### src/rtl/regdump.sv
// -----------------------------------------------------------------------------
// regdump -- streams a range of register-file words out as a byte stream.
//
// A dump reads registers first_addr..last_addr (inclusive, wrapping past 31
// back to 0) through a combinational read port. Each word is sent as 4 bytes,
// in MSB-first or LSB-first order, over a valid/ready byte interface.
//
// Handshake: tx_valid is high for every cycle of SEND. A byte moves on a
// rising edge where tx_valid && tx_ready are both high. While tx_valid is high
// and tx_ready is low, tx_data stays stable. Once tx_valid is raised, it is
// withdrawn only when the byte transfers, on abort, or on reset.
//
// Optional feature (macro REGDUMP_HDR_EN): each word is preceded by two header
// bytes, 0xA5 then {3'b000, rf_addr}, which makes each word 6 bytes long.
//
// Parameters
//   MSB_FIRST   1: bytes [31:24] go out first; 0: bytes [7:0] go out first
// Ports
//   DUMP_CLK    in   clock, rising edge
//   DUMP_RST_N  in   synchronous active-low reset
//   start       in   begin a dump (sampled only in IDLE)
//   first_addr  in   [4:0] first register index, captured on start
//   last_addr   in   [4:0] last register index (inclusive), captured on start
//   abort       in   cancel the dump in progress
//   rf_addr     out  [4:0] registered register-file read address
//   rf_data     in   [31:0] register-file read data (combinational)
//   tx_data     out  [7:0] outgoing byte
//   tx_valid    out  tx_data valid
//   tx_ready    in   consumer accepts the byte
//   busy        out  high in every state except IDLE
//   done        out  one-cycle pulse when a dump completes normally
// -----------------------------------------------------------------------------
module regdump #(
  parameter int MSB_FIRST = 1
) (
  input  logic        DUMP_CLK,
  input  logic        DUMP_RST_N,
  input  logic        start,
  input  logic [4:0]  first_addr,
  input  logic [4:0]  last_addr,
  input  logic        abort,
  output logic [4:0]  rf_addr,
  input  logic [31:0] rf_data,
  output logic [7:0]  tx_data,
  output logic        tx_valid,
  input  logic        tx_ready,
  output logic        busy,
  output logic        done
);

  typedef enum logic [1:0] {
    IDLE  = 2'd0,
    FETCH = 2'd1,
    SEND  = 2'd2,
    DONE  = 2'd3
  } state_t;

  state_t      state;
  state_t      state_nxt;
  logic [4:0]  last_q;
  logic [31:0] word_q;
  logic [2:0]  cnt_q;
  logic [7:0]  data_byte;
  logic        xfer;
  logic        shift_en;

`ifdef REGDUMP_HDR_EN
  localparam logic [2:0] LAST_BYTE = 3'd5;
  // The two header bytes do not consume any of the data word.
  assign shift_en = (cnt_q >= 3'd2);
`else
  localparam logic [2:0] LAST_BYTE = 3'd3;
  assign shift_en = 1'b1;
`endif

  // The word is shifted as bytes leave, so the byte to send always sits at
  // the same end of the shift register.
  assign data_byte = (MSB_FIRST != 0) ? word_q[31:24] : word_q[7:0];

  // Abort beats a same-cycle transfer, so a byte offered alongside abort is
  // never counted as sent.
  assign xfer     = (state == SEND) && tx_ready && !abort;
  assign tx_valid = (state == SEND);
  assign busy     = (state != IDLE);
  assign done     = (state == DONE);

  // State register
  always_ff @(posedge DUMP_CLK) begin
    if (!DUMP_RST_N) state <= IDLE;
    else             state <= state_nxt;
  end

  // Next-state logic
  always_comb begin
    state_nxt = state;
    case (state)
      IDLE:    if (start) state_nxt = FETCH;
      FETCH:   state_nxt = SEND;
      SEND: begin
        if (tx_ready && (cnt_q == LAST_BYTE))
          state_nxt = (rf_addr == last_q) ? DONE : FETCH;
      end
      DONE:    state_nxt = IDLE;
      default: state_nxt = IDLE;
    endcase
    if (abort && (state != IDLE)) state_nxt = IDLE;
  end

  // Outgoing byte; forced to zero outside SEND so it reads 0 from reset.
  always_comb begin
    tx_data = 8'h00;
    if (state == SEND) begin
`ifdef REGDUMP_HDR_EN
      if (cnt_q == 3'd0)      tx_data = 8'hA5;
      else if (cnt_q == 3'd1) tx_data = {3'b000, rf_addr};
      else                    tx_data = data_byte;
`else
      tx_data = data_byte;
`endif
    end
  end

  // Datapath: address, end-address latch, shift word, byte counter
  always_ff @(posedge DUMP_CLK) begin
    if (!DUMP_RST_N) begin
      rf_addr <= 5'd0;
      last_q  <= 5'd0;
      word_q  <= 32'd0;
      cnt_q   <= 3'd0;
    end else begin
      case (state)
        IDLE: begin
          if (start) begin
            rf_addr <= first_addr;
            last_q  <= last_addr;
          end
        end
        FETCH: begin
          word_q <= rf_data;
          cnt_q  <= 3'd0;
        end
        SEND: begin
          if (xfer) begin
            cnt_q <= cnt_q + 3'd1;
            if (shift_en) begin
              if (MSB_FIRST != 0) word_q <= {word_q[23:0], 8'h00};
              else                word_q <= {8'h00, word_q[31:8]};
            end
            // Advance to the next word; 5-bit addition wraps 31 -> 0.
            if ((cnt_q == LAST_BYTE) && (rf_addr != last_q))
              rf_addr <= rf_addr + 5'd1;
          end
        end
        default: ;
      endcase
    end
  end

endmodule

### config.mk
export PLATFORM = sky130hd
export DESIGN_NAME = regdump
export DESIGN_NICKNAME = d
export VERILOG_FILES = /design/src/rtl/regdump.sv
export SDC_FILE = /design/constraint.sdc
export NUM_CORES = 1
export LEC_CHECK = 0
export CORE_UTILIZATION = 51
export DETAILED_ROUTE_END_ITERATION = 8
export PLACE_DENSITY = 0.84
export SYNTH_ARGS = -nofsm -noshare
export SYNTH_HDL_FRONTEND = slang
export SYNTH_SLANG_ARGS = --single-unit
### constraint.sdc
create_clock -name DUMP_CLK -period 4.14 [get_ports DUMP_CLK]
set_input_delay 1.242 -clock DUMP_CLK [delete_from_list [all_inputs] [get_ports DUMP_CLK]]
set_output_delay 1.242 -clock DUMP_CLK [all_outputs]
set_load 0.005 [all_outputs]
* After elaboration in Yosys (flattened, before gate mapping)
Cells that the tools add are included.
Operators by class: eq/ne operators 10, reductions and logical operators 15, bitwise operators 1, add/sub/neg operators 2, multiplexer cells 13
Operator list (number):
- 32-bit case mux with 2 select lines | 1
- 32-bit two-way mux | 1
- 5-bit two-way mux | 3
- 5-bit case mux with 2 select lines | 1
- 8-bit two-way mux | 1
- 2-bit case mux with 4 select lines | 1
- 2-bit two-way mux | 3
- 2-bit by 1-bit inequality test with 1-bit output (second input constant) | 3
- 3-bit case mux with 2 select lines | 1
- 2-bit AND reduction | 3
- 2-bit nonzero test | 3
- 5-bit by 1-bit adder with 5-bit output (second input constant) | 1
- 5-bit equality test | 1
- 1-bit logical AND | 5
- 5-bit inequality test | 1
- 2-bit equality test (second input constant) | 2
- 4-bit AND reduction | 1
- 3-bit by 1-bit adder with 3-bit output (second input constant) | 1
- 3-bit by 2-bit equality test with 1-bit output (second input constant) | 1
- 3-bit two-way mux | 1
- 2-bit by 1-bit equality test with 1-bit output (second input constant) | 1
- 2-bit zero test | 1
- 2-bit inequality test (second input constant) | 1
- 2-bit OR reduction | 1
- other kinds (2) | 2
Storage, ports and cells: output and inout port bits 16, input port bits 47, register bits 47

* Longest topological paths before layout
depth in word-level cells 5, gate-level depth with buffers 8, mapped depth without buffers 7

* Least setup slack after synthesis
No wires, ideal clock.
kind register -> output, start point reg state[1], end point out tx_data[0], slack 1.766 ns, data required time 2.898 ns, stages on the path, launching flop included 7, path buffers 3, arrival time 1.132 ns, path through dfxtp_1 nand2b_1 buf_6 inv_2 buf_4 buf_2 and2_1
On the way: word-level cells in the longest chain between the ends 2
RTL lines:
- start: declaration | line 58 | state_t state;
- start signal: assignment | line 90 | else state <= state_nxt;
- 2-bit equality test
- named net tx_valid | line 45 | output logic tx_valid,
- 8-bit two-way mux | line 112 | if (state == SEND) begin
- end: declaration | line 44 | output logic [7:0] tx_data,
The timed path passes the listed nets, and every way through them passes these cells.

* Worst setup path after layout
start point reg state[1], end point out tx_data[0]
On the way: word-level cells in the longest chain between the ends 2
RTL lines (line):
- 2-bit equality test | 112
- 8-bit two-way mux | 112
Every way passes these cells.

==> results_dict.tcl <==
set metrics [dict create \
    arrival_ps 2120 \
    hp-class "reg2reg" \
    layout-drive-gt1-share_pct 4.268 \
    syn2layout_area_growth_pct 28.99 \
    wl_met1_um 2272 \
    cts_resized 0 \
    top_layer_used "met4" \
    crit_chain "nand2b_1 > inv_2 > and2_1 > clkdlybuf4s50_1" \
    drc 0 \
    instances_no_fill 378 \
    grt_max_degree 49 \
    syn-cell-area_um2 2283 \
    clk_pin_slew_ps 80 \
    skew_ps 3.238 \
    die_x_um 68.91 \
    core_area_um2 4144 \
    pre_cts_ws_ps 1090 \
    path_max_fanout 38 \
    viasPerCell 5.402 \
    timing.critical_path.buf_inv 2 \
    max_stage_delay_ps 510 \
    antenna_found_initial 0 \
    status "finished clean" \
    p_switching_uw 238.1 \
    cp_top_family "buffers and inverters" \
    max_freq_mhz 297.8 \
    detail-route-antenna-nets 0 \
    antenna_cells 0 \
    final_cell_area_um2 2945 \
    clkSinkCount 47 \
    wl_met2_um 2359 \
    finalSetupTns_ps 0 \
    fp.dieH_um 68.91 \
    numCtsBuffers 5 \
    critPathRequiredTime_ps 2900 \
    num_rows 23 \
    power_leakage_nw 1.388 \
    critPathSlowestCell "clkdlybuf4s50_1" \
    io_buffers 62 \
    setup_viol 0 \
    final.setup.worst_slack_ps 782.2 \
    dr.pass1.iters 4 \
    slew_violations 0 \
    crit_type "reg2out" \
    post_cts_buffers 0 \
    met3_length_um 323 \
    initial_core_util_pct 55.10 \
    syn-num-nets 325 \
    worstMarginPinSlew_ps 785.3 \
    synth_cell_types 35 \
    clock_latency_ps 300 \
    wire_per_inst_um 13.33 \
    start_kind "register" \
    routed_wl_um 5039 \
    grt.overflow.total 0 \
    synth_area_per_cell_um2 8.303 \
    power_report.internal_total_uw 692.5 \
    cp-end-kind "output port" \
    grt_pass1_wl_um 8507 \
    first_global_vias 1979 \
    vias 2042 \
    maxSlewHeadroom_pct 47.46 \
    synth_cells 275 \
    clock-root-buffer "clkbuf_8" \
    fin_crit_ps 3358 \
    post-dp-hpwl_um 3580 \
    track_usage_pct 24.36 \
    ys_seq_area_share_pct 41.21 \
    dp.cells 370 \
    pwr-share-clk_pct 28.5 \
    swShare_pct 25.58 \
    drv_cap 0 \
    cts_tree "done" \
    post_dp_cell_area_um2 2864 \
    cts_max_path_buffers 2 \
    seqPwrFrac_pct 54.3 \
    ios 63 \
    dieArea_um2 4749 \
    cts_hold_repair.buffers 0 \
    ys_warn_count 0 \
    combPwrFrac_pct 17.2 \
    drt_iter0_markers 127 \
    hold_violations 0 \
    p_per_area_nw_per_um2 316.0 \
    rsz0062_at_grt "no" \
    final_core_util_pct 71.07 \
    gp_congestion 0.8124 \
    post-route-period-util_pct 81.11 \
    nets 377 \
    peakVddDrop_uv 255.9 \
    htree_num_levels 2 \
    synth_seq_cells 47 \
]
[synthesized netlist by cell type]
cell | instances | area (µm²)
nand2_1 | 73 | 274.0
dfxtp_1 | 47 | 940.9
nand3_1 | 30 | 150.1
o211a_1 | 24 | 240.2
a21oi_1 | 14 | 70.07
and2_1 | 12 | 75.07
clkbuf_1 | 7 | 26.28
mux2i_1 | 6 | 60.06
nor2b_1 | 6 | 37.54
inv_1 | 5 | 18.77
nor3_1 | 5 | 25.02
o21ai_0 | 5 | 25.02
buf_2 | 4 | 20.02
buf_6 | 4 | 45.04
xnor2_1 | 4 | 35.03
buf_4 | 3 | 22.52
ha_1 | 3 | 37.54
nand2b_1 | 3 | 18.77
nor2_1 | 2 | 7.510
o21a_1 | 2 | 15.01
o32ai_1 | 2 | 17.52
a21boi_1 | 1 | 7.510
and2b_1 | 1 | 7.510
buf_1 | 1 | 3.750
inv_2 | 1 | 3.750
nand2_2 | 1 | 6.260
nand3b_1 | 1 | 7.510
nand3b_4 | 1 | 20.02
nand4_1 | 1 | 6.260
nand4b_1 | 1 | 8.760
nor2_2 | 1 | 6.260
nor3b_1 | 1 | 7.510
o31ai_4 | 1 | 21.27
or2_2 | 1 | 6.260
xor2_1 | 1 | 8.760
[metrics by stage]
stage | total power, mW | hold WS, ps
finish | 0.9306 | 463.1
global route | 0.9807 | 485.1
CTS | 0.9382 | 462.1
detailed placement | 0.6763 | 450.1
global placement | 0.6722 | 445.0
floorplan | 0.6061 | 436.6
[per-layer routing]
metal	vias up	GRT usage [%]
li1	1040	-
met1	917	28.41
met2	76	42.11
met3	9	6.250
met4	0	9.949
met5	-	0
[final cells by class]
| type | count | area (µm²) |
|---|---|---|
| clock buffers | 7 | 76.32 |
| clock inverters | 1 | 5.005 |
| fillers | 345 | 1199 |
| inverters | 6 | 22.52 |
| multi-input cells | 203 | 1202 |
| flip-flops and latches | 47 | 940.9 |
| well taps | 50 | 62.56 |
| repair buffers | 64 | 635.6 |
[power groups by stage]
stage / Sequential, mW / Clock (mW) / Combinational, mW
after CTS: 0.505 / 0.272 / 0.162
after global routing: 0.510 / 0.292 / 0.179
after global placement: 0.514 / 0 / 0.158
after detailed placement: 0.515 / 0 / 0.161
after floorplan: 0.510 / 0 / 0.0965
final: 0.505 / 0.265 / 0.160
[final timing paths]
path	slack (ps)	end	cells after the start	from
worst min-delay path	460	word_q[1]	2	word_q[1]
worst min register to register	460	word_q[1]	2	word_q[1]
worst max-delay path	780	tx_data[0]	4	state[1]
worst max register to register	1780	word_q[20]	6	state[1]
[cell usage in the layout (no fill, tap or decap), drive strengths merged, types with 2 or more instances in the layout]
| cell | Yosys | layout |
|---|---|---|
| nand2 | 74 | 74 |
| clkdlybuf4s50 | 0 | 62 |
| dfxtp | 47 | 47 |
| nand3 | 30 | 30 |
| o211a | 24 | 24 |
| a21oi | 14 | 14 |
| and2 | 12 | 12 |
| clkbuf | 7 | 7 |
| mux2i | 6 | 6 |
| nor2b | 6 | 6 |
| inv | 6 | 6 |
| nor3 | 5 | 5 |
| o21ai | 5 | 5 |
| xnor2 | 4 | 4 |
| nand2b | 3 | 3 |
| ha | 3 | 3 |
| nor2 | 3 | 3 |
| o32ai | 2 | 2 |
| o21a | 2 | 2 |
| buf | 12 | 2 |
| nand3b | 2 | 2 |
[registers in the layout, summed over array words and instances, names as in the netlist]
name     flops
last_q       5
cnt_q        3
state        2
rf_addr      5
word_q      32
[worst min-delay path, delay by kind of cell, from the launching register on]
family / cells / cell delay, ps
AO/OA/AOI/OAI: 1 / 50
AND/OR/NAND/NOR: 1 / 50
flip-flops: 1 / 320
[cells by family after synthesis]
kind of cell / synth area share (%)
AND/OR/NAND/NOR: 29.10
flip-flops: 41.21
multiplexers: 2.630
AO/OA/AOI/OAI: 17.37
buffers and inverters: 6.137
adder cells (fa/ha/maj): 1.644
XOR/XNOR: 1.918
No activity file was read; power rests on OpenSTA's default activity.
==> variant, RTL diff (same settings) <==
Encoding of `state_t`: now one-hot (4 bits for 4 states).
--- a/src/rtl/regdump.sv
+++ b/src/rtl/regdump.sv
@@ -50,7 +50,7 @@
 
-  typedef enum logic [1:0] {
-    IDLE  = 2'd0,
-    FETCH = 2'd1,
-    SEND  = 2'd2,
-    DONE  = 2'd3
+  typedef enum logic [3:0] {
+    IDLE  = 4'b0001,
+    FETCH = 4'b0010,
+    SEND  = 4'b0100,
+    DONE  = 4'b1000
   } state_t;
Formal check against the unedited RTL: no difference found for any inputs over 10 cycles, from zero or initial values and one cycle with DUMP_RST_N low; not proved beyond that.
==> variant against the original RTL <==
The run now ends with DRC left; first-iteration DRC count is 5.5% higher; via count is 7.0% higher; area after synthesis is 9.2% higher; setup slack worse by 250 ps; clock power is 30% higher; design area is 9.6% higher; sequential power is 1% higher; sequential cell count is 2 higher; power is 11% higher; non-clock buffer count is 2 higher; routed wire length is 7.2% higher; critical endpoint is now tx_data[7].
==> variant: results <==
group,metric,value,unit
detailed_routing,detail_route.vias_per_cell,5.39,
detailed_routing,drc,2,
logic_synthesis,netlist_top_cells_area,"dfxtp_1 39%, a311oi_2 12%, nand2_1 9.9%, nor2_1 5.4%, and2_1 3.0%",
worst_setup_path,r2r-end,"rf_addr[0]",
logic_synthesis,synth_cell_types,40,
power_and_ir_drop,share_comb_of_total_power,0.174,
power_and_ir_drop,vdd.ir_drop.worst,0.205,mV
worst_setup_path,timing.critical_path.max_delay_family,"simple AND/OR/NAND/NOR gates",
detailed_routing,routed_wire_length_per_instance,13.3,um
power_and_ir_drop,total_switching_power,0.000268,W
logic_synthesis,synth-adder-area-share,0.0151,
detailed_routing,detail_route.wirelength,5400,um
sta,layout_min_cycle_time,3600,ps
grt,first_global_vias,1957,
worst_setup_path,cp.arrival,2360,ps
logic_synthesis,synth.mux.area_fraction,0.0105,
sta,fin_skew,6.79,ps
power_and_ir_drop,clkPwrFrac,0.332,
detailed_routing,drt_iter0_drc,134,
run_status,run_status,"complete, but fails checks",
placed_design,detailedPlace.worstSlack,858,ps
power_and_ir_drop,pg_clk,0.000344,W
logic_synthesis,synth_fp_nets,336,
final_layout,drive_above_1_share,0.124,
final_layout,layout.nets,387,
placed_design,place_area,3120,um2
run_status,violations_in_the_final_reports,"DRC",
logic_synthesis,synth_common_cells,"66 x nand2_1, 49 x dfxtp_1, 36 x nor2_1",
sta,max_slew_margin,0.321,
power_and_ir_drop,static_leakage,1.13,nW
grt,global_route_wire_length_before_repair,8800,um
grt,groute.usage.overall,0.214,
floorplan,placeable_area,4720,um2
detailed_routing,drt_pre_antenna_iters,6,
==> variant: worst min path at each step <==
stage | start | endpoint | cells past startpoint
after detailed placement | cnt_q[2] | cnt_q[2] | 2
after floorplan | cnt_q[2] | cnt_q[2] | 2
after CTS | cnt_q[2] | cnt_q[2] | 2
after global routing | cnt_q[1] | cnt_q[1] | 2
final | cnt_q[2] | cnt_q[2] | 2
after global placement | cnt_q[2] | cnt_q[2] | 2
==> variant: layout make-up <==
type                       instances  area [um2]  area share
clock buffer                       6        72.6      0.0225
clock inverter                     2        38.8      0.0120
inverter                           6        22.5     0.00698
multi-input combinational        209        1380       0.427
sequential                        49         981       0.304
tap                               67        83.8      0.0260
timing repair buffer              66         651       0.202
==> variant: metal layers <==
layer  vias up  part of all wire  track usage
met5         -                 0            0
met4         0             0.013       0.0719
met3         8             0.050       0.0319
met2        70              0.49        0.362
met1       996              0.44        0.281
li1       1110                 -            -
